**src/rtl/piso_serializer.sv**
```systemverilog
//------------------------------------------------------------------------------
// PisoSerializer (module piso_serializer)
//
// Purpose:
//   Parallel-in / serial-out serializer. A WIDTH-bit word is accepted through
//   a load/ready handshake and then sent one bit per clock on qout. Bit order
//   is either MSB-first or LSB-first. Every bit is qualified by qvalid, and
//   last marks the final bit of each frame. A new word can be accepted while
//   the last bit of the current frame is on qout, so frames can stream
//   back-to-back with no idle cycle between them.
//
// Parameters:
//   WIDTH      data word width in bits (1..64), default 8
//   MSB_FIRST  1 = pin[WIDTH-1] is sent first, 0 = pin[0] is sent first
//
// Optional feature (compile-time macro):
//   PISO_PARITY_EN  when defined, an even-parity bit (XOR of all pin bits)
//                   is appended after the data bits. The frame is then
//                   WIDTH+1 bits long and last marks the parity bit. When
//                   undefined, no parity logic or storage is built.
//
// Ports:
//   clk     in   rising-edge clock for all state
//   reset   in   synchronous, active-high reset (takes priority over load)
//   load    in   word-valid request, acted on only while ready=1
//   pin     in   parallel word, captured on an accepted load
//   ready   out  block can take a word this cycle (~busy | last)
//   qout    out  serial data bit (registered)
//   qvalid  out  qout carries a frame bit this cycle (registered)
//   last    out  qout is the final bit of the frame (registered)
//   busy    out  a frame is in progress (registered, same as qvalid)
//------------------------------------------------------------------------------
module piso_serializer #(
  parameter int WIDTH     = 8,
  parameter int MSB_FIRST = 1
) (
  input  logic             clk,
  input  logic             reset,
  input  logic             load,
  input  logic [WIDTH-1:0] pin,
  output logic             ready,
  output logic             qout,
  output logic             qvalid,
  output logic             last,
  output logic             busy
);

  // Number of bits sent per word, including the optional parity bit.
`ifdef PISO_PARITY_EN
  localparam int FRAME_LEN = WIDTH + 1;
`else
  localparam int FRAME_LEN = WIDTH;
`endif

  // The counter must be able to hold FRAME_LEN-1, which is at most WIDTH.
  localparam int CNT_W = $clog2(WIDTH + 2);
  localparam logic [CNT_W-1:0] CNT_START = CNT_W'(FRAME_LEN - 1);
  localparam logic [CNT_W-1:0] CNT_ONE   = CNT_W'(1);

  // Two-state controller: waiting for a word, or shifting one out.
  localparam logic [0:0] IDLE  = 1'b0;
  localparam logic [0:0] SHIFT = 1'b1;

  logic [0:0]           state;
  logic [CNT_W-1:0]     cnt;
  logic [FRAME_LEN-1:0] frame;
  logic [FRAME_LEN-1:0] sreg;
  logic                 accept;

  // The incoming word is rearranged into transmit order, with frame[0]
  // being the first bit on the wire. Doing the reordering once here lets
  // the shift register always shift toward bit 0, whichever order the
  // instance was built for. The parity bit, when present, sits at the end.
  always_comb begin
    frame = '0;
    for (int i = 0; i < WIDTH; i++) begin
      if (MSB_FIRST != 0) begin
        frame[i] = pin[WIDTH-1-i];
      end else begin
        frame[i] = pin[i];
      end
    end
`ifdef PISO_PARITY_EN
    frame[WIDTH] = ^pin;
`endif
  end

  // busy and qvalid both come straight from the state flop, so they are
  // registered outputs and always agree. ready is a function of registered
  // signals only and never of load, so the handshake has no combinational
  // path from load back to ready.
  assign busy   = (state == SHIFT);
  assign qvalid = busy;
  assign ready  = ~busy | last;
  assign accept = load & ready;

  // Main sequencer.
  // On an accepted load, the first frame bit goes straight onto qout at
  // that edge and the remaining bits are parked in sreg, already shifted
  // one place. While shifting, cnt counts the bits still to come after
  // the one on qout; when it reaches zero the bit on qout is the last one,
  // and the next edge either accepts a new word (no gap) or drops back to
  // IDLE with qout forced low. last is registered alongside qout, so it is
  // set one edge early: at the edge that moves cnt from 1 to 0, or
  // directly at accept when a frame is only one bit long.
  always_ff @(posedge clk) begin
    if (reset) begin
      state <= IDLE;
      cnt   <= '0;
      sreg  <= '0;
      qout  <= 1'b0;
      last  <= 1'b0;
    end else if (accept) begin
      state <= SHIFT;
      cnt   <= CNT_START;
      qout  <= frame[0];
      sreg  <= frame >> 1;
      last  <= (FRAME_LEN == 1);
    end else if (state == SHIFT) begin
      if (cnt != '0) begin
        cnt  <= cnt - CNT_ONE;
        qout <= sreg[0];
        sreg <= sreg >> 1;
        last <= (cnt == CNT_ONE);
      end else begin
        state <= IDLE;
        qout  <= 1'b0;
        last  <= 1'b0;
      end
    end
  end

endmodule

```
**config.mk**
```make
export PLATFORM = sky130hd
export DESIGN_NAME = piso_serializer
export DESIGN_NICKNAME = d
export VERILOG_FILES = /design/src/rtl/piso_serializer.sv
export SDC_FILE = /design/constraint.sdc
export NUM_CORES = 1
export LEC_CHECK = 0
export BUFFER_PORTS_ARGS = -buffer_cell sky130_fd_sc_hd__buf_2
export CORE_AREA = 8 8 58 60
export CTS_CLUSTER_SIZE = 16
export DETAILED_ROUTE_END_ITERATION = 7
export DIE_AREA = 0 0 66 68
export GPL_TIMING_DRIVEN = 0
export PLACE_DENSITY = 0.57
export REMOVE_ABC_BUFFERS = 1
export SLEW_MARGIN = 20
export SYNTH_ARGS = -nofsm -noshare
export SYNTH_HDL_FRONTEND = slang
export SYNTH_SLANG_ARGS = --single-unit
```
**constraint.sdc**
```tcl
create_clock -name clk -period 2.56 [get_ports clk]
set_clock_uncertainty 0.2 [all_clocks]
set_input_delay 0.256 -clock clk [delete_from_list [all_inputs] [get_ports clk]]
set_output_delay 0.256 -clock clk [all_outputs]
set_load 0.01 [all_outputs]
```
==> results of run 1 <==
## Yosys cell counts
master,n,share of area
dfxtp_1,14,0.40
nand3_1,9,0.064
o21ai_0,8,0.057
a311oi_1,7,0.087
nor3_1,7,0.049
nand2_1,6,0.032
inv_1,5,0.027
clkbuf_1,4,0.021
a31oi_1,3,0.027
a21oi_1,2,0.014
buf_4,2,0.021
ha_1,2,0.035
nor2_1,2,0.011
or3_1,2,0.018
a221oi_2,1,0.021
a22o_1,1,0.012
and3_1,1,0.0088
buf_2,1,0.0071
clkinv_1,1,0.0053
nand2_2,1,0.0088
nand4b_1,1,0.012
nor2b_1,1,0.0088
nor3b_1,1,0.011
o221ai_1,1,0.012
o41ai_1,1,0.012
or3b_2,1,0.012
or4_1,1,0.011
## where the power goes
part / internal, mW / switching (mW) / total, mW
sequential: 0.240 / 0.0211 / 0.261
combinational: 0.0470 / 0.0728 / 0.120
clock: 0.0867 / 0.0788 / 0.165
## what timing repair did
action / in CTS / in global routing
setup endpoints to repair: 0 / 1
hold buffers: 0 / 0
gates resized for setup: 0 / 1
## worst max-delay path by stage
stage | cells after the start | slack (ns) | endpoint
2_1_floorplan | 3 | 0.62 | cnt[3]
3_3_place_gp | 5 | 0.31 | sreg[2]
3_5_place_dp | 5 | 0.28 | sreg[4]
4_1_cts | 3 | 0.09 | ready
5_1_grt | 3 | 0.13 | ready
6_report | 3 | 0.31 | ready
## layout make-up
| type | count | area [µm²] |
|---|---|---|
| Multi-Input combinational cell | 59 | 377.9 |
| Clock buffer | 4 | 36.28 |
| Fill cell | 275 | 1737 |
| Timing Repair Buffer | 15 | 75.07 |
| Sequential cell | 14 | 280.3 |
| Tap cell | 31 | 38.79 |
| Inverter | 6 | 22.52 |
## state kept, by name, summed over array words and instances (netlist names)
name and count:
sreg 7, busy 1, last 1, qout 1, cnt 4
## through the flow
stage | utilization | hold slack (ns) | cell area (µm²) | cells | total power, mW
after floorplan | - | 0.1222 | 673.1 | 79 | 0.3391
after global placement | 0.3065 | 0.2727 | 787.0 | 125 | 0.3817
after detailed placement | 0.3065 | 0.2779 | 787.0 | 125 | 0.3838
after CTS | 0.3207 | 0.01679 | 823.3 | 129 | 0.5530
after global routing | 0.3236 | 0.03796 | 830.8 | 129 | 0.5797
final | 0.3236 | 0.02689 | 830.8 | 129 | 0.5462
## per-layer routing
metal	track usage	routed length (µm)
met1	0.1113	800
met2	0.1303	890
met3	0.01146	89
met4	0.06400	50
met5	0	0
## kinds of logic (layout without fill, tap and decap cells)
group | count (synthesis) | count (layout) | synth area share
fa+ha+maj | 2 | 2 | 0.03533
buf+inv | 13 | 25 | 0.08125
flops | 14 | 14 | 0.3958
compound gates | 24 | 24 | 0.2421
simple gates | 33 | 33 | 0.2456
## critical path, cell delays in order, from the launching register on
cell and delay [ns]:
dfxtp_1 0.68, nor2b_2 0.47, inv_1 0.17, buf_2 0.18
==> impl_metrics.py, run 1 <==
metrics = {
    "run_status": {
        "outcome": "finished, final reports clean",
    },
    "clock_tree": {
        "htreeDepth": 1,
        "clock_latency_ns": 0.29,
        "cts.sinks": 14,
        "clockRootBuffer": "clkbuf_4",
        "numCtsBuffers": 3,
        "clk_pin_slew_ns": 0.09,
        "clockBufferDepth": 2,
        "cts_tree": "built",
        "postCtsSetupRepairBufs": 0,
    },
    "floorplanning": {
        "die_w_um": 66,
        "rows": 19,
        "initial_core_util": 0.2758,
        "ioPinCount": 16,
        "die_area_um2": 4488,
        "die_y_um": 68,
        "core_area_um2": 2567,
    },
    "setup_path": {
        "worstReg2RegEnd": "cnt[3]",
        "cp.required_ns": 2.10,
        "regToRegSetupSlack_ns": 0.45,
        "crit_fanout": 18,
        "startpoint": "busy",
        "critPathKind": "flip-flop to output pin",
        "cp-end-kind": "output pin",
        "arrival_ns": 1.79,
        "reg2reg_from": "busy",
        "crit_path_start_kind": "flip-flop",
        "reg2reg_depth": 3,
    },
    "power_and_ir_drop": {
        "p_leak_nw": 0.3064,
        "ir_drop_mv": 0.2177,
        "power-per-cell-area_nw_per_um2": 657.4,
    },
    "sta": {
        "setup_tns_ns": 0,
        "worst_pin_slew_ns": 0.5912,
        "slew_headroom": 0.6042,
        "finalCritPeriodShare": 0.8773,
        "rsz0062_at_grt": "no",
        "hold_viol": 0,
        "drv_slew": 0,
        "setup_viol": 0,
        "fmaxAchievable_ghz": 0.4453,
        "setup_slack_ns": 0.3142,
        "period_minus_slack_ns": 2.246,
    },
    "global_route": {
        "grt_pass1_vias": 651,
        "antenna_found_initial": 0,
        "grt_use_total": 0.08663,
        "grt_pass1_wl_um": 3098,
        "overflow": 0,
        "grt_max_degree": 19,
    },
    "min_path": {
        "min_path_type": "primary input to flip-flop",
        "worstHoldPathCells": 2,
        "hold_path_end": "cnt[3]",
        "hp-start": "load",
    },
    "detailed_routing": {
        "remaining_drc_errors": 0,
        "drtIter0Drc": 52,
        "vias_per_cell": 5.426,
        "via_count": 700,
        "antenna_left": 0,
        "routed_wl_um": 1829,
        "dr.pass1.iters": 4,
        "wire_per_inst_um": 14.18,
    },
    "layout": {
        "nets": 112,
        "final_cell_mix": "buf_2 (15), dfxtp_1 (14), nand3_1 (9), o21ai_0 (8)",
        "syn2layout_area_growth_pct": 17.31,
        "drive_above_1_share": 0.2449,
        "layout_commonest_cell": "buf_2",
        "num_antenna_cells": 0,
    },
    "yosys": {
        "syn-cell-area_um2": 708.2,
        "yosysSeqAreaShare": 0.3958,
        "yosys_warnings": 0,
        "avgSynthCellArea_um2": 8.235,
        "synth_cells": 86,
        "ys_seq_elements": 14,
        "synth_cell_types": 27,
    },
    "placed_design": {
        "place_congestion": 0.7607,
        "post-place-ws_ns": 0.2822,
        "dp.final_hpwl_um": 1256,
        "portBuffers": 15,
    },
    "run": {
        "drv_cap": 0,
    },
}
(Power assumes the default switching activity.)
==> run 2, diff against run 1 <==
--- a/config.mk
+++ b/config.mk
@@ -6,12 +6,12 @@
 export NUM_CORES = 1
 export LEC_CHECK = 0
 export BUFFER_PORTS_ARGS = -buffer_cell sky130_fd_sc_hd__buf_2
-export CORE_AREA = 8 8 58 60
+export CORE_AREA = 8 8 49 51
 export CTS_CLUSTER_SIZE = 16
 export DETAILED_ROUTE_END_ITERATION = 7
-export DIE_AREA = 0 0 66 68
+export DIE_AREA = 0 0 57 59
 export GPL_TIMING_DRIVEN = 0
-export PLACE_DENSITY = 0.57
+export PLACE_DENSITY = 0.75
 export REMOVE_ABC_BUFFERS = 1
 export SLEW_MARGIN = 20
 export SYNTH_ARGS = -nofsm -noshare
==> constraint.sdc (replaced) <==
create_clock -name clk -period 2.9 [get_ports clk]
set_clock_uncertainty 0.2 [all_clocks]
set_input_delay 0.29 -clock clk [delete_from_list [all_inputs] [get_ports clk]]
set_output_delay 0.29 -clock clk [all_outputs]
set_load 0.01 [all_outputs]
==> run 2 against run 1 <==
Against the previous run:
- die area shrank 25%
- cell count down 12%
- via count is 0.43% lower
- critical path type unchanged
==> impl_metrics.py, run 2 (synthesized netlist as in run 1, its figures left out) <==
metrics = {
    "power_and_ir_drop": {
        "ir_drop_mv": 0.2924,
        "p_leak_nw": 0.2987,
        "total_power_mw": 0.4476,
        "power-per-cell-area_nw_per_um2": 561.6,
    },
    "layout": {
        "largest_register_ffs": 7,
        "num_antenna_cells": 0,
        "fillerInstances": 172,
        "largest-register": "sreg",
        "reg.largest.list": "sreg: 7 flops, cnt: 4 flops",
        "multi_input_area_um2": 375.4,
        "final_area_um2": 797.0,
        "seqCellArea_um2": 280.3,
        "layout_commonest_cell": "buf_2",
        "syn2layout_area_growth_pct": 12.54,
        "drive_above_1_share": 0.2268,
        "final_cell_mix": "buf_2 (15), dfxtp_1 (14), nand3_1 (9), o21ai_0 (8)",
        "nets": 112,
    },
    "setup_path": {
        "arrival_ns": 2.05,
        "crit_fanout": 18,
        "crit_path_start_kind": "flip-flop",
        "cp-end-kind": "output pin",
        "regToRegSetupSlack_ns": 0.62,
        "cp.required_ns": 2.41,
        "critPathKind": "flip-flop to output pin",
    },
    "min_path": {
        "min_path_type": "primary input to flip-flop",
    },
    "placed_design": {
        "post-place-ws_ns": 0.6013,
        "portBuffers": 15,
        "dpl_cell_area_um2": 769.5,
        "dp.final_hpwl_um": 1206,
        "place_congestion": 0.8092,
    },
    "detailed_routing": {
        "routed_wl_um": 1776,
        "wire_per_inst_um": 15.58,
        "vias_per_cell": 6.114,
        "dr.pass1.iters": 4,
        "drtIter0Drc": 13,
        "remaining_drc_errors": 0,
        "antenna_left": 0,
        "via_count": 697,
    },
    "clock_tree": {
        "clock_latency_ns": 0.28,
        "clockRootBuffer": "clkbuf_4",
        "clk_pin_slew_ns": 0.09,
        "cts_hold_buf": 0,
        "clockBufferDepth": 2,
        "numCtsBuffers": 3,
        "cts_resized": 0,
        "htreeDepth": 1,
        "postCtsSetupRepairBufs": 0,
        "cts_tree": "built",
        "cts.sinks": 14,
    },
    "floorplanning": {
        "rows": 15,
        "die_w_um": 57,
        "ioPinCount": 16,
        "core_area_um2": 1652,
        "die_area_um2": 3363,
        "initial_core_util": 0.4288,
        "die_y_um": 59,
    },
    "sta": {
        "fmaxAchievable_ghz": 0.3942,
        "period_minus_slack_ns": 2.537,
        "fin_hold_ws_ns": 0.06584,
        "worst_pin_slew_ns": 0.7107,
        "setup_tns_ns": 0,
        "setup_viol": 0,
        "drv_slew": 0,
        "rsz0062_at_grt": "no",
        "finalCritPeriodShare": 0.8747,
        "slew_headroom": 0.5252,
        "hold_viol": 0,
        "setup_slack_ns": 0.3632,
    },
    "global_route": {
        "overflow": 0,
        "grt_use_total": 0.1118,
        "grt_max_degree": 19,
        "grt_pass1_wl_um": 3036,
        "antenna_found_initial": 0,
        "grt_pass1_vias": 658,
    },
    "run_status": {
        "outcome": "finished, final reports clean",
    },
    "run": {
        "drv_cap": 0,
    },
}
[run 2: layout make-up]
class / count / share of cell area
Sequential cell: 14 / 0.3516
Multi-Input combinational cell: 59 / 0.4710
Timing Repair Buffer: 15 / 0.09419
Inverter: 6 / 0.02826
Clock buffer: 3 / 0.02826
Tap cell: 17 / 0.02669
[run 2: metal layers]
| layer | global-route usage | share of wire | vias up | wire length [µm] |
|---|---|---|---|---|
| li1 | - | - | 345 | - |
| met1 | 0.1391 | 0.44 | 333 | 790 |
| met2 | 0.1612 | 0.47 | 17 | 827 |
| met3 | 0.06223 | 0.082 | 2 | 145 |
| met4 | 0.03020 | 0.0068 | 0 | 12 |
| met5 | 0 | 0 | - | 0 |
[run 2: per-stage QoR]
stage	instances	util
4_1_cts	114	0.4795
2_1_floorplan	79	-
3_5_place_dp	111	0.4659
3_3_place_gp	111	0.4659
6_report	114	0.4826
5_1_grt	114	0.4826
[run 2: where the power goes]
part           leakage, nW  total (mW)  switching (mW)  internal [mW]
logic                0.169       0.106          0.0651         0.0414
clock network       0.0138       0.111          0.0624         0.0482
registers            0.116       0.231          0.0189          0.212
total                0.299       0.448           0.146          0.301
[run 2: final timing paths]
kind | depth (start not counted) | to | from
setup / recovery | 3 | ready | busy
hold / removal | 2 | cnt[3] | load
setup reg to reg | 4 | sreg[4] | busy
hold reg to reg | 2 | sreg[6] | sreg[6]
[run 2: critical path, cell delays in order, from the launching register on]
cell and delay [ns]:
dfxtp_1 0.69, nor2b_1 0.66, inv_1 0.22, buf_2 0.20
